==> src/rtl/cache_refill_ctrl_if.sv <==
// Bundle of the handshake and array-side buses around cache_refill_ctrl.
// The master modport is the refill controller; the slave modport is the
// surrounding cache_ctrl / memory / data-array / tag-array environment.
interface cache_refill_ctrl_if #(
  parameter int AW   = 32,
  parameter int DW   = 32,
  parameter int IDXW = 4,
  parameter int TAGW = AW - IDXW - 2
);
  logic            miss_valid;
  logic            miss_ready;
  logic [AW-1:0]   miss_addr;
  logic [1:0]      miss_way;
  logic            victim_dirty;
  logic [TAGW-1:0] victim_tag;
  logic            mem_req_valid;
  logic            mem_req_ready;
  logic            mem_req_we;
  logic [AW-1:0]   mem_req_addr;
  logic [DW-1:0]   mem_wdata;
  logic            mem_rvalid;
  logic [DW-1:0]   mem_rdata;
  logic            arr_we;
  logic            arr_re;
  logic [1:0]      arr_way;
  logic [IDXW-1:0] arr_index;
  logic [1:0]      arr_word;
  logic [DW-1:0]   arr_wdata;
  logic [DW-1:0]   arr_rdata;
  logic            tag_we;
  logic [TAGW:0]   tag_wdata;
  logic            fill_done;

  modport master (
    input  miss_valid, miss_addr, miss_way, victim_dirty, victim_tag,
           mem_req_ready, mem_rvalid, mem_rdata, arr_rdata,
    output miss_ready, mem_req_valid, mem_req_we, mem_req_addr, mem_wdata,
           arr_we, arr_re, arr_way, arr_index, arr_word, arr_wdata,
           tag_we, tag_wdata, fill_done
  );

  modport slave (
    output miss_valid, miss_addr, miss_way, victim_dirty, victim_tag,
           mem_req_ready, mem_rvalid, mem_rdata, arr_rdata,
    input  miss_ready, mem_req_valid, mem_req_we, mem_req_addr, mem_wdata,
           arr_we, arr_re, arr_way, arr_index, arr_word, arr_wdata,
           tag_we, tag_wdata, fill_done
  );
endinterface

==> src/rtl/cache_refill_ctrl.sv <==
// Line-refill sequencer: on a miss, burst-reads a 4-word line from memory,
// writes each beat into the chosen way of the data array in order 0..3,
// then installs {valid, tag} and pulses fill_done.
// Optional dirty-victim writeback is compiled in with REFILL_WRITEBACK_EN;
// without it victim_dirty is ignored and mem_req_we stays 0.
module cache_refill_ctrl #(
  parameter int AW   = 32,
  parameter int DW   = 32,
  parameter int IDXW = 4,
  parameter int TAGW = AW - IDXW - 2
) (
  input logic                  clk,
  input logic                  rstn,
  cache_refill_ctrl_if.master  bus
);

  typedef enum logic [2:0] {
    IDLE,
    REQ,
    FILL,
    TAG
`ifdef REFILL_WRITEBACK_EN
    ,
    WB_RD,
    WB_WR
`endif
  } state_t;

  state_t          state;
  logic [1:0]      cnt;
  logic            miss_ready_q;
  logic            tag_we_q;
  logic            fill_done_q;
  logic [TAGW:0]   tag_wdata_q;
  logic [TAGW-1:0] tag_q;
  logic [IDXW-1:0] idx_q;
  logic [1:0]      way_q;

`ifdef REFILL_WRITEBACK_EN
  logic [TAGW-1:0] vtag_q;
  logic [DW-1:0]   wb_hold_q;
  logic            wb_first_q;
  logic            unused_bits;
  assign unused_bits = ^bus.miss_addr[1:0];
`else
  logic            unused_bits;
  assign unused_bits = ^{bus.miss_addr[1:0], bus.victim_dirty, bus.victim_tag, bus.arr_rdata};
`endif

  // Control FSM: state, shared beat/word counter and the registered strobes.
  always_ff @(posedge clk or negedge rstn) begin
    if (!rstn) begin
      state        <= IDLE;
      cnt          <= 2'd0;
      miss_ready_q <= 1'b1;
      tag_we_q     <= 1'b0;
      fill_done_q  <= 1'b0;
      tag_wdata_q  <= '0;
`ifdef REFILL_WRITEBACK_EN
      wb_first_q   <= 1'b0;
`endif
    end else begin
      tag_we_q    <= 1'b0;
      fill_done_q <= 1'b0;
      tag_wdata_q <= '0;
`ifdef REFILL_WRITEBACK_EN
      wb_first_q  <= (state == WB_RD);
`endif
      case (state)
        IDLE: begin
          if (bus.miss_valid) begin
            miss_ready_q <= 1'b0;
            cnt          <= 2'd0;
`ifdef REFILL_WRITEBACK_EN
            state        <= bus.victim_dirty ? WB_RD : REQ;
`else
            state        <= REQ;
`endif
          end
        end
`ifdef REFILL_WRITEBACK_EN
        WB_RD: state <= WB_WR;
        WB_WR: begin
          if (bus.mem_req_ready) begin
            cnt   <= cnt + 2'd1;
            state <= (cnt == 2'd3) ? REQ : WB_RD;
          end
        end
`endif
        REQ: begin
          if (bus.mem_req_ready) begin
            cnt   <= 2'd0;
            state <= FILL;
          end
        end
        // The counter wrapping back to 0 after beat 3 is the exit condition.
        FILL: begin
          if (bus.mem_rvalid) begin
            cnt <= cnt + 2'd1;
            if (cnt == 2'd3) begin
              state       <= TAG;
              tag_we_q    <= 1'b1;
              fill_done_q <= 1'b1;
              tag_wdata_q <= {1'b1, tag_q};
            end
          end
        end
        TAG: begin
          state        <= IDLE;
          miss_ready_q <= 1'b1;
        end
        default: state <= IDLE;
      endcase
    end
  end

  // Miss context and writeback data hold; plain data, no reset needed.
  always_ff @(posedge clk) begin
    if (state == IDLE && bus.miss_valid) begin
      tag_q  <= bus.miss_addr[AW-1 -: TAGW];
      idx_q  <= bus.miss_addr[2 +: IDXW];
      way_q  <= bus.miss_way;
`ifdef REFILL_WRITEBACK_EN
      vtag_q <= bus.victim_tag;
`endif
    end
`ifdef REFILL_WRITEBACK_EN
    if (state == WB_WR && wb_first_q) wb_hold_q <= bus.arr_rdata;
`endif
  end

  // Memory request and array strobes decoded from the current state.
  always_comb begin
    bus.mem_req_valid = 1'b0;
    bus.mem_req_we    = 1'b0;
    bus.mem_req_addr  = '0;
    bus.mem_wdata     = '0;
    bus.arr_we        = 1'b0;
    bus.arr_re        = 1'b0;
    bus.arr_way       = 2'd0;
    bus.arr_index     = '0;
    bus.arr_word      = 2'd0;
    bus.arr_wdata     = '0;
    case (state)
      REQ: begin
        bus.mem_req_valid = 1'b1;
        bus.mem_req_addr  = {tag_q, idx_q, 2'b00};
      end
      FILL: begin
        bus.arr_we    = bus.mem_rvalid;
        bus.arr_way   = way_q;
        bus.arr_index = idx_q;
        bus.arr_word  = cnt;
        bus.arr_wdata = bus.mem_rdata;
      end
`ifdef REFILL_WRITEBACK_EN
      WB_RD: begin
        bus.arr_re    = 1'b1;
        bus.arr_way   = way_q;
        bus.arr_index = idx_q;
        bus.arr_word  = cnt;
      end
      // First WB_WR cycle forwards the fresh array read; later cycles use the hold.
      WB_WR: begin
        bus.mem_req_valid = 1'b1;
        bus.mem_req_we    = 1'b1;
        bus.mem_req_addr  = {vtag_q, idx_q, cnt};
        bus.mem_wdata     = wb_first_q ? bus.arr_rdata : wb_hold_q;
      end
`endif
      default: ;
    endcase
  end

  assign bus.miss_ready = miss_ready_q;
  assign bus.tag_we     = tag_we_q;
  assign bus.tag_wdata  = tag_wdata_q;
  assign bus.fill_done  = fill_done_q;

endmodule

==> src/flat_wrapper.sv <==
// flat-port wrapper written by rule: the top's interface ports become plain ports
module cache_refill_ctrl_flat 
#(
  parameter int AW   = 32,
  parameter int DW   = 32,
  parameter int IDXW = 4,
  parameter int TAGW = AW - IDXW - 2
)
  (clk, rstn, bus_miss_valid, bus_miss_addr, bus_miss_way, bus_victim_dirty, bus_victim_tag, bus_mem_req_ready, bus_mem_rvalid, bus_mem_rdata, bus_arr_rdata, bus_miss_ready, bus_mem_req_valid, bus_mem_req_we, bus_mem_req_addr, bus_mem_wdata, bus_arr_we, bus_arr_re, bus_arr_way, bus_arr_index, bus_arr_word, bus_arr_wdata, bus_tag_we, bus_tag_wdata, bus_fill_done);
  cache_refill_ctrl_if #(.AW(AW), .DW(DW), .IDXW(IDXW), .TAGW(TAGW)) bus_i ();
  input logic clk;
  input logic rstn;
  input wire logic [$bits(bus_i.miss_valid)-1:0] bus_miss_valid;
  input wire logic [$bits(bus_i.miss_addr)-1:0] bus_miss_addr;
  input wire logic [$bits(bus_i.miss_way)-1:0] bus_miss_way;
  input wire logic [$bits(bus_i.victim_dirty)-1:0] bus_victim_dirty;
  input wire logic [$bits(bus_i.victim_tag)-1:0] bus_victim_tag;
  input wire logic [$bits(bus_i.mem_req_ready)-1:0] bus_mem_req_ready;
  input wire logic [$bits(bus_i.mem_rvalid)-1:0] bus_mem_rvalid;
  input wire logic [$bits(bus_i.mem_rdata)-1:0] bus_mem_rdata;
  input wire logic [$bits(bus_i.arr_rdata)-1:0] bus_arr_rdata;
  output wire logic [$bits(bus_i.miss_ready)-1:0] bus_miss_ready;
  output wire logic [$bits(bus_i.mem_req_valid)-1:0] bus_mem_req_valid;
  output wire logic [$bits(bus_i.mem_req_we)-1:0] bus_mem_req_we;
  output wire logic [$bits(bus_i.mem_req_addr)-1:0] bus_mem_req_addr;
  output wire logic [$bits(bus_i.mem_wdata)-1:0] bus_mem_wdata;
  output wire logic [$bits(bus_i.arr_we)-1:0] bus_arr_we;
  output wire logic [$bits(bus_i.arr_re)-1:0] bus_arr_re;
  output wire logic [$bits(bus_i.arr_way)-1:0] bus_arr_way;
  output wire logic [$bits(bus_i.arr_index)-1:0] bus_arr_index;
  output wire logic [$bits(bus_i.arr_word)-1:0] bus_arr_word;
  output wire logic [$bits(bus_i.arr_wdata)-1:0] bus_arr_wdata;
  output wire logic [$bits(bus_i.tag_we)-1:0] bus_tag_we;
  output wire logic [$bits(bus_i.tag_wdata)-1:0] bus_tag_wdata;
  output wire logic [$bits(bus_i.fill_done)-1:0] bus_fill_done;
  assign bus_i.miss_valid = bus_miss_valid;
  assign bus_i.miss_addr = bus_miss_addr;
  assign bus_i.miss_way = bus_miss_way;
  assign bus_i.victim_dirty = bus_victim_dirty;
  assign bus_i.victim_tag = bus_victim_tag;
  assign bus_i.mem_req_ready = bus_mem_req_ready;
  assign bus_i.mem_rvalid = bus_mem_rvalid;
  assign bus_i.mem_rdata = bus_mem_rdata;
  assign bus_i.arr_rdata = bus_arr_rdata;
  assign bus_miss_ready = bus_i.miss_ready;
  assign bus_mem_req_valid = bus_i.mem_req_valid;
  assign bus_mem_req_we = bus_i.mem_req_we;
  assign bus_mem_req_addr = bus_i.mem_req_addr;
  assign bus_mem_wdata = bus_i.mem_wdata;
  assign bus_arr_we = bus_i.arr_we;
  assign bus_arr_re = bus_i.arr_re;
  assign bus_arr_way = bus_i.arr_way;
  assign bus_arr_index = bus_i.arr_index;
  assign bus_arr_word = bus_i.arr_word;
  assign bus_arr_wdata = bus_i.arr_wdata;
  assign bus_tag_we = bus_i.tag_we;
  assign bus_tag_wdata = bus_i.tag_wdata;
  assign bus_fill_done = bus_i.fill_done;
  cache_refill_ctrl #(.AW(AW), .DW(DW), .IDXW(IDXW), .TAGW(TAGW)) u_core (.clk(clk), .rstn(rstn), .bus(bus_i));
endmodule
==> config.mk <==
export PLATFORM = sky130hd
export DESIGN_NAME = cache_refill_ctrl_flat
export DESIGN_NICKNAME = d
export VERILOG_FILES = /design/src/rtl/cache_refill_ctrl_if.sv /design/src/rtl/cache_refill_ctrl.sv /design/src/flat_wrapper.sv
export SDC_FILE = /design/constraint.sdc
export NUM_CORES = 1
export LEC_CHECK = 0
export ABC_AREA = 1
export BUFFER_PORTS_ARGS = -buffer_cell sky130_fd_sc_hd__buf_2
export CORE_MARGIN = 5
export CORE_UTILIZATION = 35
export CTS_CLUSTER_DIAMETER = 80
export DETAILED_ROUTE_END_ITERATION = 16
export PLACE_DENSITY = 0.85
export SLEW_MARGIN = 20
export SYNTH_ARGS = -nofsm -noshare
export SYNTH_HDL_FRONTEND = slang
export SYNTH_SLANG_ARGS = --single-unit
==> constraint.sdc <==
create_clock -name clk -period 1.7 [get_ports clk]
set_input_delay 0.255 -clock clk [delete_from_list [all_inputs] [get_ports clk]]
set_output_delay 0.255 -clock clk [all_outputs]
set_load 0.01 [all_outputs]
== Word-level counts from Yosys, hierarchy flattened ==
Index checks and enable logic that the tools add are counted.

* Register bits after elaboration: 66
* Output and inout bits: 138

* $add $sub $neg: 1
* Eq/ne operators: 8
* Muxes and demuxes: 24
* Reduce and logical (&&, ||, !) cells: 7

{| class="wikitable"
|+ Operator list
! cell !! count
|-
| two-way mux 27 bit || 3
|-
| two-way mux 32 bit || 2
|-
| two-way mux 3 bit || 4
|-
| two-way mux 2 bit || 5
|-
| one-hot mux 3 bit (3 select lines) || 1
|-
| AND reduction 4 bit || 2
|-
| equality test 3 x 2 -> 1 bit (second input constant) || 2
|-
| two-way mux 1 bit || 6
|-
| inequality test 2 bit (second input constant) || 3
|-
| one-hot mux 2 bit (3 select lines) || 1
|-
| two-way mux 4 bit || 1
|-
| equality test 3 x 1 -> 1 bit (second input constant) || 1
|-
| logical NOT 3 bit || 1
|-
| nonzero test 3 bit || 1
|-
| adder 2 x 1 -> 2 bit (second input constant) || 1
|-
| equality test 2 bit (second input constant) || 1
|-
| inequality test 2 x 1 -> 1 bit (second input constant) || 1
|-
| one-hot mux 1 bit (2 select lines) || 1
|-
| AND reduction 2 bit || 1
|-
| nonzero test 2 bit || 1
|-
| logical AND 1 bit || 1
|}

== Longest topological paths before layout ==
Gate-level depths: netlist of run 1.

* Word-level depth: 4
* Mapped depth: 8
* Gate-level depth less buffers: 7

== Worst setup path before layout of run 1 ==
OpenSTA, ideal clock, no wires.

* Path kind: register -> register
* Start point: register u_core.state[0]
* End point: register u_core.idx_q[0] (enable)
* Setup time: 0.387 ns
* Arrival: 1.361 ns
* Required time: 1.313 ns
* Setup slack: -0.047 ns
* Stages on the path, launching flop included: 5
* Cell sequence: dfrtp_1 > inv_1 > ha_1 > nand2_1 > inv_1

* Word-level cells in the longest chain between the ends: 2

{| class="wikitable"
|+ Ends and longest elaborated chain
! item !! RTL line !! RTL
|-
| start: declaration || cache_refill_ctrl.sv:29 || <nowiki>state_t state;</nowiki>
|-
| start signal: assignment || cache_refill_ctrl.sv:53 || <nowiki>state <= IDLE;</nowiki>
|-
| start signal: assignment || cache_refill_ctrl.sv:77 || <nowiki>state <= REQ;</nowiki>
|-
| start signal: assignment || cache_refill_ctrl.sv:93 || <nowiki>state <= FILL;</nowiki>
|-
| logical NOT 3 bit || cache_refill_ctrl.sv:119 || <nowiki>if (state == IDLE && bus.miss_valid) begin</nowiki>
|-
| logical AND 1 bit || cache_refill_ctrl.sv:119 ||
|-
| end signal: assignment || cache_refill_ctrl.sv:121 || <nowiki>idx_q <= bus.miss_addr[2 +: IDXW];</nowiki>
|-
| end: declaration || cache_refill_ctrl.sv:36 || <nowiki>logic [IDXW-1:0] idx_q;</nowiki>
|}

Every way passes these cells.
A chain may end at the register's enable or synchronous reset.

== Worst setup path in the final report of run 1 ==
* Start point: register u_core.state[1]
* End point: output port bus_arr_wdata[20]

* Word-level cells in the longest chain between the ends: 2

{| class="wikitable"
|+ Ends and longest elaborated chain
! item !! RTL line !! RTL
|-
| equality test 3 x 2 -> 1 bit || cache_refill_ctrl.sv:144 || <nowiki>case (state)</nowiki>
|-
| two-way mux 32 bit || cache_refill_ctrl.sv:144 ||
|-
| end: declaration || flat_wrapper.sv:32 || <nowiki>output wire logic [$bits(bus_i.arr_wdata)-1:0] bus_arr_wdata;</nowiki>
|}

Every way passes these cells.

==> impl_metrics.csv, run 1 <==
group,metric,value,unit
global_routing,grt_pass1_wl,12500,microns
setup_path,crit_path_start_kind,"flip-flop",
synth,ys_seq_area_share,54.9,%
setup_path,crit_end,"bus_arr_wdata[20]",
synth,synthAdderAreaFrac,2.34,%
synth,yosys.area.top_type,"edfxtp_1",
synth,ys_seq_elements,64,
timing,slew_violations,0,
timing,finalCritPeriodShare,103,%
layout,final_cell_mix,"143 x buf_2, 84 x inv_1, 57 x nand2_1",
synth,synth_warnings,0,
placed_design,port_buffers,170,
global_routing,grt_max_degree,33,
outcome,outcome,"finished with violations",
routing,wl,8310,microns
setup_path,cp-startpoint,"u_core.state[1]$_DFFE_PN0P_",
setup_path,worstPathArrival,1.50,ns
timing,min_period,1.75,ns
timing,rsz0062_at_grt,"yes",
die,fp.dieArea,11200,sq um
die,die_h,106,microns
power,vdd_drop_max,0.000787,V
cts,cts_root_buffer,"clkbuf_8",
outcome,violations,"negative setup slack",
power,internal_power,4.06,mW
layout,drive_gt1_share,52.2,%
timing,max_freq,0.571,GHz
synth,synth_cell_types,22,
routing,routed-wl-met3,709,microns
die,core,9110,sq um
timing,relSlewSlack,52.1,%
layout,area_growth_syn_to_layout,49.3,%
synth,synth-compound-area-share,0.896,%
cts,clock_sinks,64,
routing,drt_iter0_markers,69,
power,p_clk_share,19.4,%
layout,nFillCells,808,
timing,setup_ws,-0.0519,ns
layout,diodes,0,
job,cap_violations,0,
placed_design,dp_hpwl,6230,microns
power,power_switching,2.39,mW
setup_path,reg2reg_setup_slack,0.05,ns
power,switching_share,37.0,%
worst_hold_path,hp-class,"in2reg",
routing,wl_met2,4690,microns
timing,clock_skew,0.00609,ns
routing,antenna_left,0,
setup_path,reg2reg_depth,9,
global_routing,grt_pass1_vias,2712,
synth,syn_area,3210,sq um
power,power.share.sequential,31.4,%
timing,hold-worst-slack,0.0992,ns
cts,cts_tree,"yes",
global_routing,grt_usage,14.1,%
routing,detail_route.wl_per_cell,12.7,microns
synth,synthSimpleGateAreaFrac,17.9,%
synth,syn_inst,352,
synth,synth_area_leaders,"edfxtp_1 30%, dfrtp_1 24%, inv_1 13%",
synth,synthMuxAreaShare,0,%
timing,hold_viol_final,0,
synth,synth_top_family_by_area,"buffers and inverters",
power,powerDensity,1340,nW/um^2
cts,clock_latency,0.33,ns
synth,synth_xor_area_share,0,%
power,combPwrFrac,49.1,%
routing,vias,2643,
die,die_w,106,microns
timing,worstMarginPinSlew,0.719,ns
cts,clkTransAtPathRegs,0.07,ns
die,io_pins,268,
setup_path,worst-path-max-fanout,7,
global_routing,grt-ovfl-total,0,
power,p_leak,3.08,nW
cts,cts_inserted_buffers,9,
placed_design,pre_cts_ws,-0.00235,ns
setup_path,rr_startpoint,"u_core.state[1]$_DFFE_PN0P_",
layout,fin_util,52.7,%
setup_path,endpoint_kind,"output port",
synth,synth.avg_cell_area,9.13,sq um
synth,synth_top_area_share,29.9,%
setup_path,required,1.44,ns
layout,final_common_cell,"buf_2",
layout,nNetsFinal,677,
die,start_util,35.3,%
timing,setup_viol,56,
die,num_rows,35,
routing,route.detailed.drc,0,
routing,m1WireLength,2820,microns
global_routing,antenna_found_initial,0,
cts,cts.path.max_buffers,2,
setup_path,timing.rr.end,"u_core.state[0]$_DFFE_PN0P_",
cts,htreeDepth,3,
routing,avgViaCountPerCell,4.02,
routing,top_layer,"met4",
routing,dr.pass1.iters,4,
setup_path,critPathKind,"reg2out",
placed_design,gp_congestion,0.801,
synthesized netlist by cell type:
cell type	count
a22o_1	1
clkbuf_1	3
nand3_1	1
nand3b_1	1
dfstp_2	1
nor2_8	1
inv_4	1
conb_1	1
dfrtp_1	31
nor2_4	10
ha_1	6
inv_1	108
buf_12	1
buf_4	39
nand2_4	1
nor2_2	10
nor2_1	10
buf_2	4
nand2_1	85
buf_6	1
edfxtp_1	32
o21ai_0	4
routing by layer:
layer / up-vias / track usage [%]
met1: 1214 / 13.2
met3: 10 / 4.41
met4: 0 / 5.46
met5: - / 0
met2: 129 / 28.1
li1: 1290 / -
worst max-delay path, cell delays in order (launching register included):
cell	delay (ns)
dfrtp_2	0.44
ha_4	0.19
buf_12	0.13
clkbuf_16	0.15
nand2_1	0.07
inv_1	0.04
buf_2	0.13
state kept, by name, indices dropped and copies added (netlist names):
name                   cells
u_core.bus.fill_done       1
u_core.state               2
u_core.bus.miss_ready      1
u_core.bus.tag_wdata      26
u_core.idx_q               4
u_core.tag_q              26
u_core.way_q               2
u_core.cnt                 2
cells by family after synthesis:
kind of cell | Yosys count
simple gates | 119
other cells | 1
fa+ha+maj | 6
compound gates | 5
buf+inv | 157
flops | 64
through the flow:
stage / total power, mW / cells / TNS, ns / area (sq um)
after global placement: 4.11 / 627 / 0 / 4060
after detailed placement: 4.20 / 627 / -0.00235 / 4060
after floorplan: 3.36 / 387 / 0 / 3350
final: 6.45 / 657 / -0.902 / 4800
after global routing: 6.87 / 657 / -5.67 / 4800
after CTS: 5.91 / 653 / -2.95 / 4440
power groups by stage:
| stage | combinational, mW | sequential (mW) | clock (mW) |
|---|---|---|---|
| floorplan | 1.34 | 2.02 | 0 |
| global placement | 2.08 | 2.03 | 0 |
| detailed placement | 2.15 | 2.05 | 0 |
| CTS | 2.58 | 2.03 | 1.30 |
| global route | 3.44 | 2.05 | 1.38 |
| finish | 3.17 | 2.03 | 1.25 |
timing repair:
action	in CTS	in global routing
endpoints found under the setup margin	72	92
endpoints found under the hold margin	31	0
cloned	1	2
gates resized for setup	21	86
hold buffers	1	0
buffers inserted	8	2
pin swaps	2	8
area by class of cell:
| class | count | area (sq um) | area share [%] |
|---|---|---|---|
| clock inverters | 7 | 70.1 | 1.46 |
| multi-input cells | 166 | 960 | 20.0 |
| well taps | 111 | 139 | 2.90 |
| repair buffers | 191 | 1320 | 27.6 |
| inverters | 109 | 415 | 8.66 |
| clock buffers | 9 | 124 | 2.58 |
| flip-flops and latches | 64 | 1770 | 36.8 |
how the worst min path moves through the flow:
stage | startpoint | end | slack [ns] | cells past startpoint
floorplan | rstn | u_core.bus.fill_done$_DFF_PN0_ | -0.04 | 0
detailed placement | rstn | u_core.bus.tag_wdata[16]$_DFF_PN0_ | 0.35 | 1
CTS | bus_miss_way[0] | u_core.way_q[0]$_DFFE_PP_ | 0.08 | 1
global route | bus_miss_addr[15] | u_core.tag_q[9]$_DFFE_PP_ | 0.07 | 1
finish | bus_miss_addr[15] | u_core.tag_q[9]$_DFFE_PP_ | 0.1 | 1
global placement | rstn | u_core.bus.tag_wdata[24]$_DFF_PN0_ | 0.35 | 1
(Power assumes the default switching activity.)
==> run 2: changes to the inputs <==
Settings changed: MAX_ROUTING_LAYER from default to met4.
==> run 2 against run 1 <==
  * The flow still finishes with violations (negative setup slack)
  * Via count decreased by 0.19%
  * Wire length increased by 0.61%
  * Non-clock buffer count is the same
  * Flip-flop and latch count is the same
  * Global-route usage rose by 0.44 points
  * Total power grew 0.13%
  * Clock power is essentially flat
  * Sequential power is essentially flat
  * Cell count is the same
  * First-iteration DRC count up 13%
  * Hold slack worse by 0.0038 ns
==> impl_metrics.csv, run 2 (same netlist as run 1, synthesis figures left out) <==
group,metric,value,unit
placed_design,placed_cells,627,
routing,route.detailed.drc,0,
setup_path,crit_path_start_kind,"flip-flop",
timing,rsz0062_at_grt,"yes",
setup_path,path_buf_inv,4,
setup_path,reg2reg_depth,9,
timing,min_period,1.75,ns
cts,cts_inserted_buffers,9,
setup_path,crit_end,"bus_arr_wdata[20]",
global_routing,grt-ovfl-total,0,
cts,clock_sinks,64,
timing,tns,-1.07,ns
routing,wl,8370,microns
layout,area_growth_syn_to_layout,49.3,%
die,fp.dieArea,11200,sq um
power,vdd_drop_max,0.000786,V
global_routing,antenna_found_initial,0,
placed_design,pre_cts_ws,-0.00235,ns
routing,avgViaCountPerCell,4.02,
job,cap_violations,0,
cts,htreeDepth,3,
routing,detail_route.wl_per_cell,12.7,microns
setup_path,critPathSlowestCell,"dfrtp_2",
setup_path,crit_cells,6,
layout,nNetsFinal,677,
timing,finalCritPeriodShare,103,%
setup_path,slowest_delay,0.44,ns
timing,hold_viol_final,0,
die,die_h,106,microns
layout,drive_gt1_share,52.2,%
cts,cts.path.max_buffers,2,
power,p_leak,3.08,nW
setup_path,rr_startpoint,"u_core.state[1]$_DFFE_PN0P_",
layout,fin_cells,657,
timing,hold-worst-slack,0.0954,ns
setup_path,critPathKind,"reg2out",
global_routing,grt_pass1_wl,12500,microns
setup_path,worst-path-max-fanout,7,
setup_path,crit_family,"buffers and inverters",
timing,setup_ws,-0.0541,ns
cts,clock_latency,0.33,ns
setup_path,reg2reg_setup_slack,0.05,ns
timing,setup_viol,58,
placed_design,dp_hpwl,6230,microns
outcome,outcome,"finished with violations",
outcome,violations,"negative setup slack",
routing,dr.pass1.iters,4,
die,core,9110,sq um
routing,vias,2638,
die,num_rows,35,
setup_path,worstPathArrival,1.50,ns
layout,diodes,0,
placed_design,port_buffers,170,
timing,worstMarginPinSlew,0.714,ns
cts,clkTransAtPathRegs,0.07,ns
layout,final_common_cell,"buf_2",
power,powerDensity,1350,nW/um^2
placed_design,gp_congestion,0.813,
worst_hold_path,hp-class,"in2reg",
timing,slew_violations,0,
global_routing,grt_usage,14.6,%
timing,max_freq,0.570,GHz
global_routing,grt_pass1_vias,2718,
routing,drt_iter0_markers,78,
layout,final_cell_mix,"143 x buf_2, 84 x inv_1, 57 x nand2_1",
routing,antenna_left,0,
timing,clock_skew,0.00760,ns
cts,cts_root_buffer,"clkbuf_8",
setup_path,required,1.44,ns
cts,cts_tree,"yes",
timing,relSlewSlack,52.4,%
worst_hold_path,min_path_cells,1,
global_routing,grt_max_degree,33,
setup_path,endpoint_kind,"output port",
setup_path,timing.rr.end,"u_core.state[0]$_DFFE_PN0P_",
die,io_pins,268,
die,die_w,106,microns
die,start_util,35.3,%
setup_path,cp-startpoint,"u_core.state[1]$_DFFE_PN0P_",
setup_path,cp_cell_sequence,"ha_4 > buf_12 > clkbuf_16 > nand2_1 > inv_1 > buf_2",
## run 2: how the worst min path moves through the flow
stage,start,to,slack [ns]
2_1_floorplan,rstn,u_core.bus.fill_done$_DFF_PN0_,-0.04
3_3_place_gp,rstn,u_core.bus.tag_wdata[24]$_DFF_PN0_,0.35
3_5_place_dp,rstn,u_core.bus.tag_wdata[16]$_DFF_PN0_,0.35
4_1_cts,bus_miss_way[0],u_core.way_q[0]$_DFFE_PP_,0.08
5_1_grt,bus_miss_addr[15],u_core.tag_q[9]$_DFFE_PP_,0.07
6_report,bus_miss_addr[27],u_core.tag_q[21]$_DFFE_PP_,0.1
## run 2: worst register-to-register path, delay by kind of cell, from the launching register on
| family | cells | cell delay, ns |
|---|---|---|
| buf+inv | 4 | 0.53 |
| flops | 1 | 0.44 |
| fa+ha+maj | 1 | 0.19 |
| simple gates | 3 | 0.22 |
| compound gates | 1 | 0.15 |
## run 2: metrics by stage
| stage | utilization [%] | cell area (sq um) | power (mW) |
|---|---|---|---|
| after floorplan | - | 3350 | 3.36 |
| after global placement | 44.6 | 4060 | 4.11 |
| after detailed placement | 44.6 | 4060 | 4.20 |
| after CTS | 48.8 | 4440 | 5.91 |
| after global routing | 52.7 | 4800 | 6.88 |
| final | 52.7 | 4800 | 6.46 |
## run 2: area by class of cell
class / instances / area (sq um)
well taps: 111 / 139
multi-input cells: 166 / 960
inverters: 109 / 415
fillers: 808 / 4310
clock inverters: 7 / 70.1
clock buffers: 9 / 124
flip-flops and latches: 64 / 1770
repair buffers: 191 / 1320
## run 2: metal layers
| metal | wire, microns | GRT usage (%) |
|---|---|---|
| met5 | 0 | - |
| met3 | 627 | 3.86 |
| met2 | 4710 | 28.1 |
| met4 | 76 | 5.46 |
| met1 | 2950 | 13.7 |
## run 2: power breakdown
part / leakage [nW] / internal (mW) / switching [mW]
Combinational: 2.26 / 1.49 / 1.68
Clock: 0.0893 / 0.673 / 0.586
Sequential: 0.735 / 1.90 / 0.127
Total: 3.08 / 4.06 / 2.40
## run 2: what timing repair did
action / CTS / global route
gates resized for setup: 21 / 86
buffers inserted: 8 / 2
hold endpoints to repair: 31 / 0
hold buffers: 1 / 0
pin swaps: 2 / 8
endpoints found under the setup margin: 72 / 92
cloned: 1 / 2
